===== config.mk =====
export PLATFORM = sky130hd
export DESIGN_NAME = neuron_sequencer
export DESIGN_NICKNAME = d
export VERILOG_FILES = /design/src/rtl/neuron_sequencer_pkg.sv /design/src/rtl/neuron_sequencer.sv
export SDC_FILE = /design/constraint.sdc
export NUM_CORES = 1
export LEC_CHECK = 0
export BUFFER_PORTS_ARGS = -buffer_cell sky130_fd_sc_hd__buf_2
export CAP_MARGIN = 40
export CORE_UTILIZATION = 35
export DETAILED_ROUTE_END_ITERATION = 10
export SLEW_MARGIN = 20
export SYNTH_ARGS = -nofsm -noshare
export SYNTH_HDL_FRONTEND = slang
export SYNTH_SLANG_ARGS = --single-unit

===== constraint.sdc =====
create_clock -name clk -period 2.9 [get_ports clk]
set_clock_uncertainty 0.1 [all_clocks]
set_input_delay 0.145 -clock clk [delete_from_list [all_inputs] [get_ports clk]]
set_output_delay 0.145 -clock clk [all_outputs]
set_load 0.02 [all_outputs]

===== src/rtl/neuron_sequencer_pkg.sv =====
// Shared types and widths for the time-multiplexed neuron sequencer.
package neuron_sequencer_pkg;

    localparam int OPW  = 8;
    localparam int RESW = 17;

    typedef enum logic [1:0] {
        IDLE,
        ISSUE,
        WAIT,
        EMIT
    } state_t;

    function automatic logic signed [RESW-1:0] apply_relu(
        input logic signed [RESW-1:0] r,
        input logic                   en
    );
        if (en && r[RESW-1]) begin
            return '0;
        end
        return r;
    endfunction

endpackage


===== src/rtl/neuron_sequencer.sv =====
// Sequences NUM_NEURONS logical neurons through one external physical neuron,
// one weight pair per logical neuron, emitting one result per logical neuron.
module neuron_sequencer
    import neuron_sequencer_pkg::*;
#(
    parameter int NUM_NEURONS = 4,
    parameter int NEURON_LAT  = 2,
    localparam int IDXW       = (NUM_NEURONS > 1) ? $clog2(NUM_NEURONS) : 1
) (
    input  logic                   clk,
    input  logic                   reset,
    input  logic                   cfg_we,
    input  logic [IDXW-1:0]        cfg_addr,
    input  logic signed [OPW-1:0]  cfg_w1,
    input  logic signed [OPW-1:0]  cfg_w2,
    input  logic                   in_valid,
    output logic                   in_ready,
    input  logic signed [OPW-1:0]  in_x1,
    input  logic signed [OPW-1:0]  in_x2,
    input  logic                   relu_en,
    output logic signed [OPW-1:0]  nrn_i1,
    output logic signed [OPW-1:0]  nrn_i2,
    output logic signed [OPW-1:0]  nrn_w1,
    output logic signed [OPW-1:0]  nrn_w2,
    input  logic signed [RESW-1:0] nrn_result,
    output logic                   out_valid,
    input  logic                   out_ready,
    output logic [IDXW-1:0]        out_idx,
    output logic signed [RESW-1:0] out_data,
    output logic                   busy
);

    localparam int              CNTW     = (NEURON_LAT > 0) ? $clog2(NEURON_LAT + 1) : 1;
    localparam logic [IDXW-1:0] LAST_IDX = IDXW'(NUM_NEURONS - 1);

    logic signed [OPW-1:0]  w1_arr [NUM_NEURONS];
    logic signed [OPW-1:0]  w2_arr [NUM_NEURONS];

    state_t                 state_reg;
    logic [IDXW-1:0]        idx_reg;
    logic [CNTW-1:0]        cnt_reg;
    logic signed [OPW-1:0]  x1_reg, x2_reg;
    logic signed [OPW-1:0]  i1_reg, i2_reg, w1_reg, w2_reg;
    logic signed [RESW-1:0] out_data_reg;
    logic                   out_valid_reg;

    logic                   wr_en;
    logic                   wr_bypass0;
    logic [IDXW-1:0]        idx_next;

    assign wr_en      = cfg_we && (state_reg == IDLE);
    // A write landing on neuron 0 in the accepting cycle must reach the first ISSUE.
    assign wr_bypass0 = wr_en && (cfg_addr == '0);
    assign idx_next   = idx_reg + 1'b1;

    always_ff @(posedge clk or negedge reset) begin
        if (!reset) begin
            for (int i = 0; i < NUM_NEURONS; i++) begin
                w1_arr[i] <= '0;
                w2_arr[i] <= '0;
            end
        end else if (wr_en) begin
            for (int i = 0; i < NUM_NEURONS; i++) begin
                if (int'(cfg_addr) == i) begin
                    w1_arr[i] <= cfg_w1;
                    w2_arr[i] <= cfg_w2;
                end
            end
        end
    end

    // Operands are loaded on ISSUE entry and held until the EMIT handshake.
    always_ff @(posedge clk or negedge reset) begin
        if (!reset) begin
            state_reg     <= IDLE;
            idx_reg       <= '0;
            cnt_reg       <= '0;
            x1_reg        <= '0;
            x2_reg        <= '0;
            i1_reg        <= '0;
            i2_reg        <= '0;
            w1_reg        <= '0;
            w2_reg        <= '0;
            out_data_reg  <= '0;
            out_valid_reg <= 1'b0;
        end else begin
            case (state_reg)
                IDLE: begin
                    if (in_valid) begin
                        x1_reg    <= in_x1;
                        x2_reg    <= in_x2;
                        i1_reg    <= in_x1;
                        i2_reg    <= in_x2;
                        w1_reg    <= wr_bypass0 ? cfg_w1 : w1_arr[0];
                        w2_reg    <= wr_bypass0 ? cfg_w2 : w2_arr[0];
                        idx_reg   <= '0;
                        state_reg <= ISSUE;
                    end
                end
                ISSUE: begin
                    cnt_reg   <= CNTW'(NEURON_LAT);
                    state_reg <= WAIT;
                end
                WAIT: begin
                    cnt_reg <= cnt_reg - 1'b1;
                    if (cnt_reg <= CNTW'(1)) begin
                        out_data_reg  <= apply_relu(nrn_result, relu_en);
                        out_valid_reg <= 1'b1;
                        state_reg     <= EMIT;
                    end
                end
                EMIT: begin
                    if (out_ready) begin
                        out_valid_reg <= 1'b0;
                        if (idx_reg == LAST_IDX) begin
                            state_reg <= IDLE;
                        end else begin
                            idx_reg   <= idx_next;
                            i1_reg    <= x1_reg;
                            i2_reg    <= x2_reg;
                            w1_reg    <= w1_arr[idx_next];
                            w2_reg    <= w2_arr[idx_next];
                            state_reg <= ISSUE;
                        end
                    end
                end
                default: state_reg <= IDLE;
            endcase
        end
    end

    assign in_ready  = (state_reg == IDLE);
    assign busy      = (state_reg != IDLE);
    assign nrn_i1    = i1_reg;
    assign nrn_i2    = i2_reg;
    assign nrn_w1    = w1_reg;
    assign nrn_w2    = w2_reg;
    assign out_valid = out_valid_reg;
    assign out_idx   = idx_reg;
    assign out_data  = out_data_reg;

endmodule


== Word-level counts from Yosys, hierarchy flattened ==
Index checks and enable logic that the tools add are counted.
Storage, ports and cells
  input port bits: 57
  bits in registers: 136
Cells by class
  bitwise gates (word level): 1
  add/subtract/negate cells: 2
  reductions and logical operators: 19
  eq/ne operators: 11
  $lt $le $gt $ge: 2
  muxes and demuxes: 42
Operators with widths (count)
  2-to-1 mux 8 bit: 18
  case mux 8 bit (2 select lines): 4
  2-to-1 mux 17 bit: 2
  binary-select mux 8 bit (select 2 bit): 2
  2-to-1 mux 2 bit: 6
  AND reduction 2 bit: 6
  == test 2 bit (second input constant): 5
  inequality test 2 bit (second input constant): 4
  case mux 2 bit (2 select lines): 2
  case mux 2 bit (4 select lines): 1
  nonzero test 2 bit: 4
  logical NOT 2 bit: 3
  2-to-1 mux 1 bit: 6
  AND reduction 3 bit: 2
  == test 2 x 1 -> 1 bit (second input constant): 2
  AND reduction 4 bit: 1
  >= comparator 3 bit (second input constant): 1
  logical AND 1 bit: 3
  NOT 2 -> 3 bit: 1
  adder 2 x 1 -> 2 bit (second input constant): 1
  less-or-equal comparator 2 x 1 -> 1 bit (second input constant): 1
  case mux 1 bit (2 select lines): 1
  subtractor 2 x 1 -> 2 bit (second input constant): 1

== Logic depth before layout (Yosys ltp) ==
Gate-level depths: netlist (run 1).
  word-level depth: 8
  gate-level depth with buffers: 8
  gate-level depth less buffers: 5

== Worst setup path before layout (run 1) ==
Ideal clock, no wire load.
  path type: flip-flop to flip-flop
  from: register state_reg[0]
  to: register i1_reg[0], in the netlist nrn_i1[0]
  path buffers: 2
  setup slack: 541 ps
  arrival: 2134 ps
  stages on the path, launching flop included: 8
  path through: dfrtp_1 inv_1 ha_1 and2b_1 buf_2 nor4_4 buf_6 mux2_4
Between the ends
  cells in the longest elaborated chain, start to end: 3
  elaborated cells on any way between the ends: 8
Ends and longest elaborated chain
  start: declaration: RTL line neuron_sequencer.sv:39  | state_t state_reg;
  start signal: assignment: RTL line neuron_sequencer.sv:75  | state_reg <= IDLE;
  start signal: assignment: RTL line neuron_sequencer.sv:97  | state_reg <= ISSUE;
  start signal: assignment: RTL line neuron_sequencer.sv:102  | state_reg <= WAIT;
  logical NOT 2 bit (*)
  net in_ready: RTL line neuron_sequencer.sv:17  | output logic in_ready,
  inequality test 2 bit (no source line) / nonzero test 2 bit (equally long branches)
  AND reduction 4 bit (no source line)
  end signal: assignment: RTL line neuron_sequencer.sv:92  | i1_reg <= in_x1;
  end signal: assignment: RTL line neuron_sequencer.sv:119  | i1_reg <= x1_reg;
  end: declaration: RTL line neuron_sequencer.sv:43  | logic signed [OPW-1:0] i1_reg, i2_reg, w1_reg, w2_reg;
The timed path passes the listed nets; every way through them passes the cells marked *.
A chain may end at the register's enable or synchronous reset.

== Worst setup path after layout (run 1) ==
  from: register state_reg[1]
  to: register i2_reg[1], in the netlist nrn_i2[1]
Between the ends
  cells in the longest elaborated chain, start to end: 3
  elaborated cells on any way between the ends: 8
Ends and longest elaborated chain
  == test 2 bit / logical NOT 2 bit (equally long branches): RTL line neuron_sequencer.sv:87  | case (state_reg)
  inequality test 2 bit (no source line) / nonzero test 2 bit (equally long branches)
  AND reduction 4 bit (no source line)
  end signal: assignment: RTL line neuron_sequencer.sv:93  | i2_reg <= in_x2;
  end signal: assignment: RTL line neuron_sequencer.sv:120  | i2_reg <= x2_reg;
  end: declaration: RTL line neuron_sequencer.sv:43
Parallel ways exist; a longest one is shown, timed or not.

==> results of run 1 <==
[area by class of cell]
type	count	area [µm²]
Fill cell	1558	9110
Tap cell	225	282
Sequential cell	136	3400
Timing Repair Buffer	174	1170
Inverter	40	150
Clock buffer	24	502
Multi-Input combinational cell	236	2540
Clock inverter	7	139
[per-layer routing]
layer	global-route usage [%]	vias up	wire length (µm)
li1	-	1965	-
met1	21.3	2176	6740
met2	26.9	131	6770
met3	4.30	23	667
met4	6.55	0	246
met5	0	-	0
[worst max-delay path, stage by stage (launching register included)]
cell	delay, ns
dfrtp_1	0.44
ha_1	0.21
and2b_1	0.40
nor4_4	0.34
buf_4	0.33
mux2_2	0.38
[repair_timing]
| item | CTS | global route |
|---|---|---|
| hold buffers | 49 | 0 |
| setup buffers | 0 | 0 |
| endpoints found under the hold margin | 162 | 0 |
[power by group through the flow]
stage	sequential (mW)	combinational (mW)	clock (mW)
after detailed placement	3.35	3.91	0
after global placement	3.30	3.81	0
after CTS	3.33	3.98	2.37
after floorplan	3.60	2.52	0
final	3.33	3.93	2.32
after global routing	3.43	4.29	2.46
[metrics by stage]
step                      hold slack (ns)  total power [mW]  instances
after floorplan                    -0.251              6.13        441
after global placement             0.0430              7.10        762
after detailed placement           0.0583              7.26        762
after CTS                          0.0157              9.68        842
after global routing               0.0344              10.2        842
final                              0.0338              9.58        842
[cell families (layout without fill, tap and decap cells)]
logic type                 Yosys count  after routing  synth area share (%)
adders and majority gates            7              7                  1.41
DFF                                136            136                  54.8
buffers and inverters               69            245                  4.59
muxes                              132            132                  27.0
AOI/OAI and AO/OA                   57             57                  7.97
and+or+nand+nor                     40             40                  4.23
[path summary, 6_finish.rpt]
path                                     startpoint                        to  slack, ns
min reg2reg                out_data[11]$_DFFE_PN0P_  out_data[11]$_DFFE_PN0P_       0.38
min                                       out_ready     out_valid$_DFFE_PN0P_       0.03
max in group asynchronous                     reset     nrn_i2[4]$_DFFE_PN0P_       1.75
max                        state_reg[1]$_DFFE_PN0P_     nrn_i2[1]$_DFFE_PN0P_       0.58
max reg2reg                state_reg[1]$_DFFE_PN0P_     nrn_i2[1]$_DFFE_PN0P_       0.58
min in group asynchronous                     reset  out_data[12]$_DFFE_PN0P_       0.17
[Yosys cell counts]
cell type,n,area [µm²]
mux2i_1,17,170
nor4_4,1,21.3
nand4b_1,2,17.5
a21bo_2,16,160
and2_1,1,6.26
nand3b_1,1,7.51
o221ai_1,16,140
and2b_1,2,15.0
mux2_2,90,1010
mux2_4,9,135
inv_1,40,150
nand2b_1,3,18.8
o211ai_1,1,7.51
o41ai_1,16,140
nand3_1,2,10.0
clkbuf_1,19,71.3
buf_1,1,3.75
o22ai_1,1,6.26
buf_6,2,22.5
buf_2,6,30.0
nor2b_1,3,18.8
nand2_1,4,15.0
o21ai_0,4,20.0
nor2_1,2,7.51
ha_1,7,87.6
nor4b_1,1,8.76
dfrtp_1,136,3400
o2111ai_1,1,8.76
nor4bb_1,1,10.0
mux4_2,16,360
a31oi_1,2,12.5
nand4_1,17,106
buf_4,1,7.51
==> metrics.csv, run 1 <==
metric;value;unit
worstPathMaxFanout;18;
worst_slack;0.582;ns
seq_area_frac_synth;54.8;%
dp_slack;0.560;ns
power.switching;3.25;mW
clk_latency;0.42;ns
r2r_cells;5;
drc;0;
ant_nets;0;
syn-cell-area;6210;µm²
synth_nets;505;
leakage;3.80;nW
clkSinkCount;136;
end_kind;flop;
ctsResizeCount;0;
max-slew-margin-rel;47.6;%
first_iter_violations;129;
fin_util;47.3;%
ys_seq_elements;136;
vias;4295;
globalRouteOverflowTotal;0;
cts_buffers;17;
antenna_found_initial;0;
syn_avg_cell_area;14.1;µm²
core;17300;µm²
maxCapViolCount;0;
die_w;135;µm
place_area;7060;µm²
drt-pass1-iter-count;4;
wire_per_inst;17.1;µm
port_buffers;110;
grt_pass1_wl;23000;µm
startpoint_type;flop;
seqPwrFrac;34.8;%
grt_max_degree;60;
ys_types;33;
tns;0;ns
cts_buffer_depth;2;
place_congestion;0.765;
whs_path_depth;3;
grt_pass1_vias;4439;
rsz0062_at_grt;no;
rows;48;
clkTransAtPathRegs;0.05;ns
p_comb_share;41.0;%
power_density;1170;nW/µm²
max_freq;431;MHz
syn_to_final_growth;31.8;%
cts_tree;built;
routed_wl;14400;µm
via_per_inst;5.10;
chipHeight;135;µm
clkPwrFrac;24.2;%
path_class;flop to flop;
worst_pin_slew;0.784;ns
fin_nets;669;
drive_above_1_share;46.5;%
n_antenna_cell;0;
design_area;8190;µm²
arrival;2.52;ns
final_max_slew_viol_count;0;
ir_worst_vdd;0.643;mV
switching_share;33.9;%
grt.total_usage;16.7;%
dieArea;18300;µm²
p_int;6.33;mW
hold_viol;0;
setup_violations;0;
status;completed;
fin_crit;2.32;ns
cp.required;3.10;ns
dp.final_hpwl;9420;µm
syn-instance-count;441;
fin_crit_sh;79.9;%
layout_commonest_cell;dfrtp_1;
ctsHtreeMaxLevel;4;
hold_path.class;input port to flop;
io-pin-count;111;
layout_common_cells;dfrtp_1, buf_2, mux2_2;
cts_root_buf;clkbuf_16;
yosysWarnings;0;
initial_core_util;35.9;%
No activity file was read; power rests on OpenSTA's default activity.
==> run 2, diff against run 1 <==
Clock period 2.9 ns to 2.1 ns, I/O delays scaled along.
==> run 2 against run 1 <==
Non-clock buffer count up 14. Clock power up 39%. Critical path depth up 1. Combinational power up 45%. Flip-flop and latch count unchanged. Via count up 1.0%. Critical path type unchanged. Largest cell class unchanged. Largest power group unchanged.
==> metrics.csv, run 2 (same netlist as run 1, synthesis figures left out) <==
metric;value;unit
place_congestion;0.735;
setup_violations;0;
worst_slack;0.0819;ns
hold_path.class;input port to asynchronous set/reset pin;
ir_worst_vdd;0.726;mV
max_freq;496;MHz
layout_commonest_cell;dfrtp_1;
path_class;flop to flop;
critPathLaunch;state_reg[1]$_DFFE_PN0P_;
cts_tree;built;
rsz0062_at_grt;no;
drc;0;
fin_crit_sh;96.1;%
rows;48;
grt_pass1_wl;23700;µm
clkSinkCount;136;
cts_buffers;17;
fin_util;48.7;%
r2r_start;state_reg[1]$_DFFE_PN0P_;
startpoint_type;flop;
clkTransAtPathRegs;0.06;ns
core;17300;µm²
ctsHtreeMaxLevel;4;
fin_crit;2.02;ns
finalPower;13.5;mW
worst_pin_slew;0.574;ns
status;completed;
layout_common_cells;dfrtp_1, buf_2, mux2_2;
grt_max_degree;52;
worstPathMaxFanout;18;
max-slew-margin-rel;61.6;%
maxCapViolCount;0;
dp.final_hpwl;9590;µm
cts_root_buf;clkbuf_16;
dp_slack;0.0797;ns
n_antenna_cell;0;
routed_wl;15000;µm
drive_above_1_share;48.3;%
clk_latency;0.42;ns
grt_pass1_vias;4601;
power_density;1610;nW/µm²
globalRouteOverflowTotal;0;
final_max_slew_viol_count;0;
initial_core_util;35.9;%
grt.total_usage;17.4;%
vias;4338;
via_per_inst;5.06;
antenna_found_initial;0;
fin_nets;683;
syn_to_final_growth;35.5;%
leakage;3.91;nW
port_buffers;110;
die_w;135;µm
end_kind;flop;
holdWs;0.0831;ns
first_iter_violations;247;
chipHeight;135;µm
cp.required;2.30;ns
wire_per_inst;17.5;µm
io-pin-count;111;
drt-pass1-iter-count;4;
ant_nets;0;
arrival;2.21;ns
hold_viol;0;
dieArea;18300;µm²
cts_buffer_depth;2;
[run 2: changes by cell type in the layout (fill, tap and decap cells not counted), moves of 2 or more]
| cell | before | now |
|---|---|---|
| inv_2 | 0 | 2 |
| buf_12 | 1 | 8 |
| inv_1 | 40 | 38 |
| clkbuf_1 | 2 | 0 |
| clkbuf_8 | 5 | 2 |
| inv_6 | 0 | 4 |
| buf_4 | 14 | 18 |
| dlygate4sd3_1 | 49 | 52 |
[run 2: repair_timing]
item,CTS,global route
setup buffers,0,1
setup endpoints to repair,0,4
hold buffers,52,0
resized for setup,0,1
endpoints found under the hold margin,254,0
[run 2: worst paths after layout]
| path | slack, ns | end | cells after the start |
|---|---|---|---|
| min reg2reg | 0.38 | out_data[13]$_DFFE_PN0P_ | 1 |
| min in group clk | 0.16 | state_reg[0]$_DFFE_PN0P_ | 4 |
| max | 0.08 | nrn_i2[1]$_DFFE_PN0P_ | 6 |
| max in group asynchronous | 1.15 | x1_reg[0]$_DFFE_PN0P_ | 3 |
| max reg2reg | 0.08 | nrn_i2[1]$_DFFE_PN0P_ | 6 |
| min | 0.08 | out_data[12]$_DFFE_PN0P_ | 2 |
[run 2: report_power, final]
part / switching [mW] / internal [mW] / leakage, nW
Clock: 1.15 / 2.06 / 0.315
Combinational: 2.82 / 2.88 / 1.92
Sequential: 0.688 / 3.91 / 1.67
[run 2: metrics by stage]
stage	cell area [µm²]	setup TNS, ns	instances
after floorplan	6230	-0.989	441
after global placement	7220	0	771
after detailed placement	7220	0	771
after CTS	8380	0	855
after global routing	8420	0	857
final	8420	0	857
[run 2: cell type report]
cell class | instances | area, µm²
fillers | 1509 | 8880
flip-flops and latches | 136 | 3400
multi-input cells | 236 | 2560
repair buffers | 188 | 1390
clock buffers | 19 | 453
well taps | 225 | 282
clock inverters | 13 | 190
inverters | 40 | 150
[run 2: worst max-delay path, stage by stage (launching register included)]
cell	delay [ns]
dfrtp_1	0.43
inv_2	0.08
ha_4	0.18
and2b_1	0.20
nor4_4	0.33
buf_12	0.22
mux2_2	0.36
[run 2: per-layer routing]
layer  vias up  global-route usage (%)  part of all wire [%]
li1       1992                       -                     -
met3        24                    6.06                   5.7
met4         0                    5.49                   1.8
met2       133                    29.4                    49
met5         -                       0                     0
met1      2189                    20.6                    43
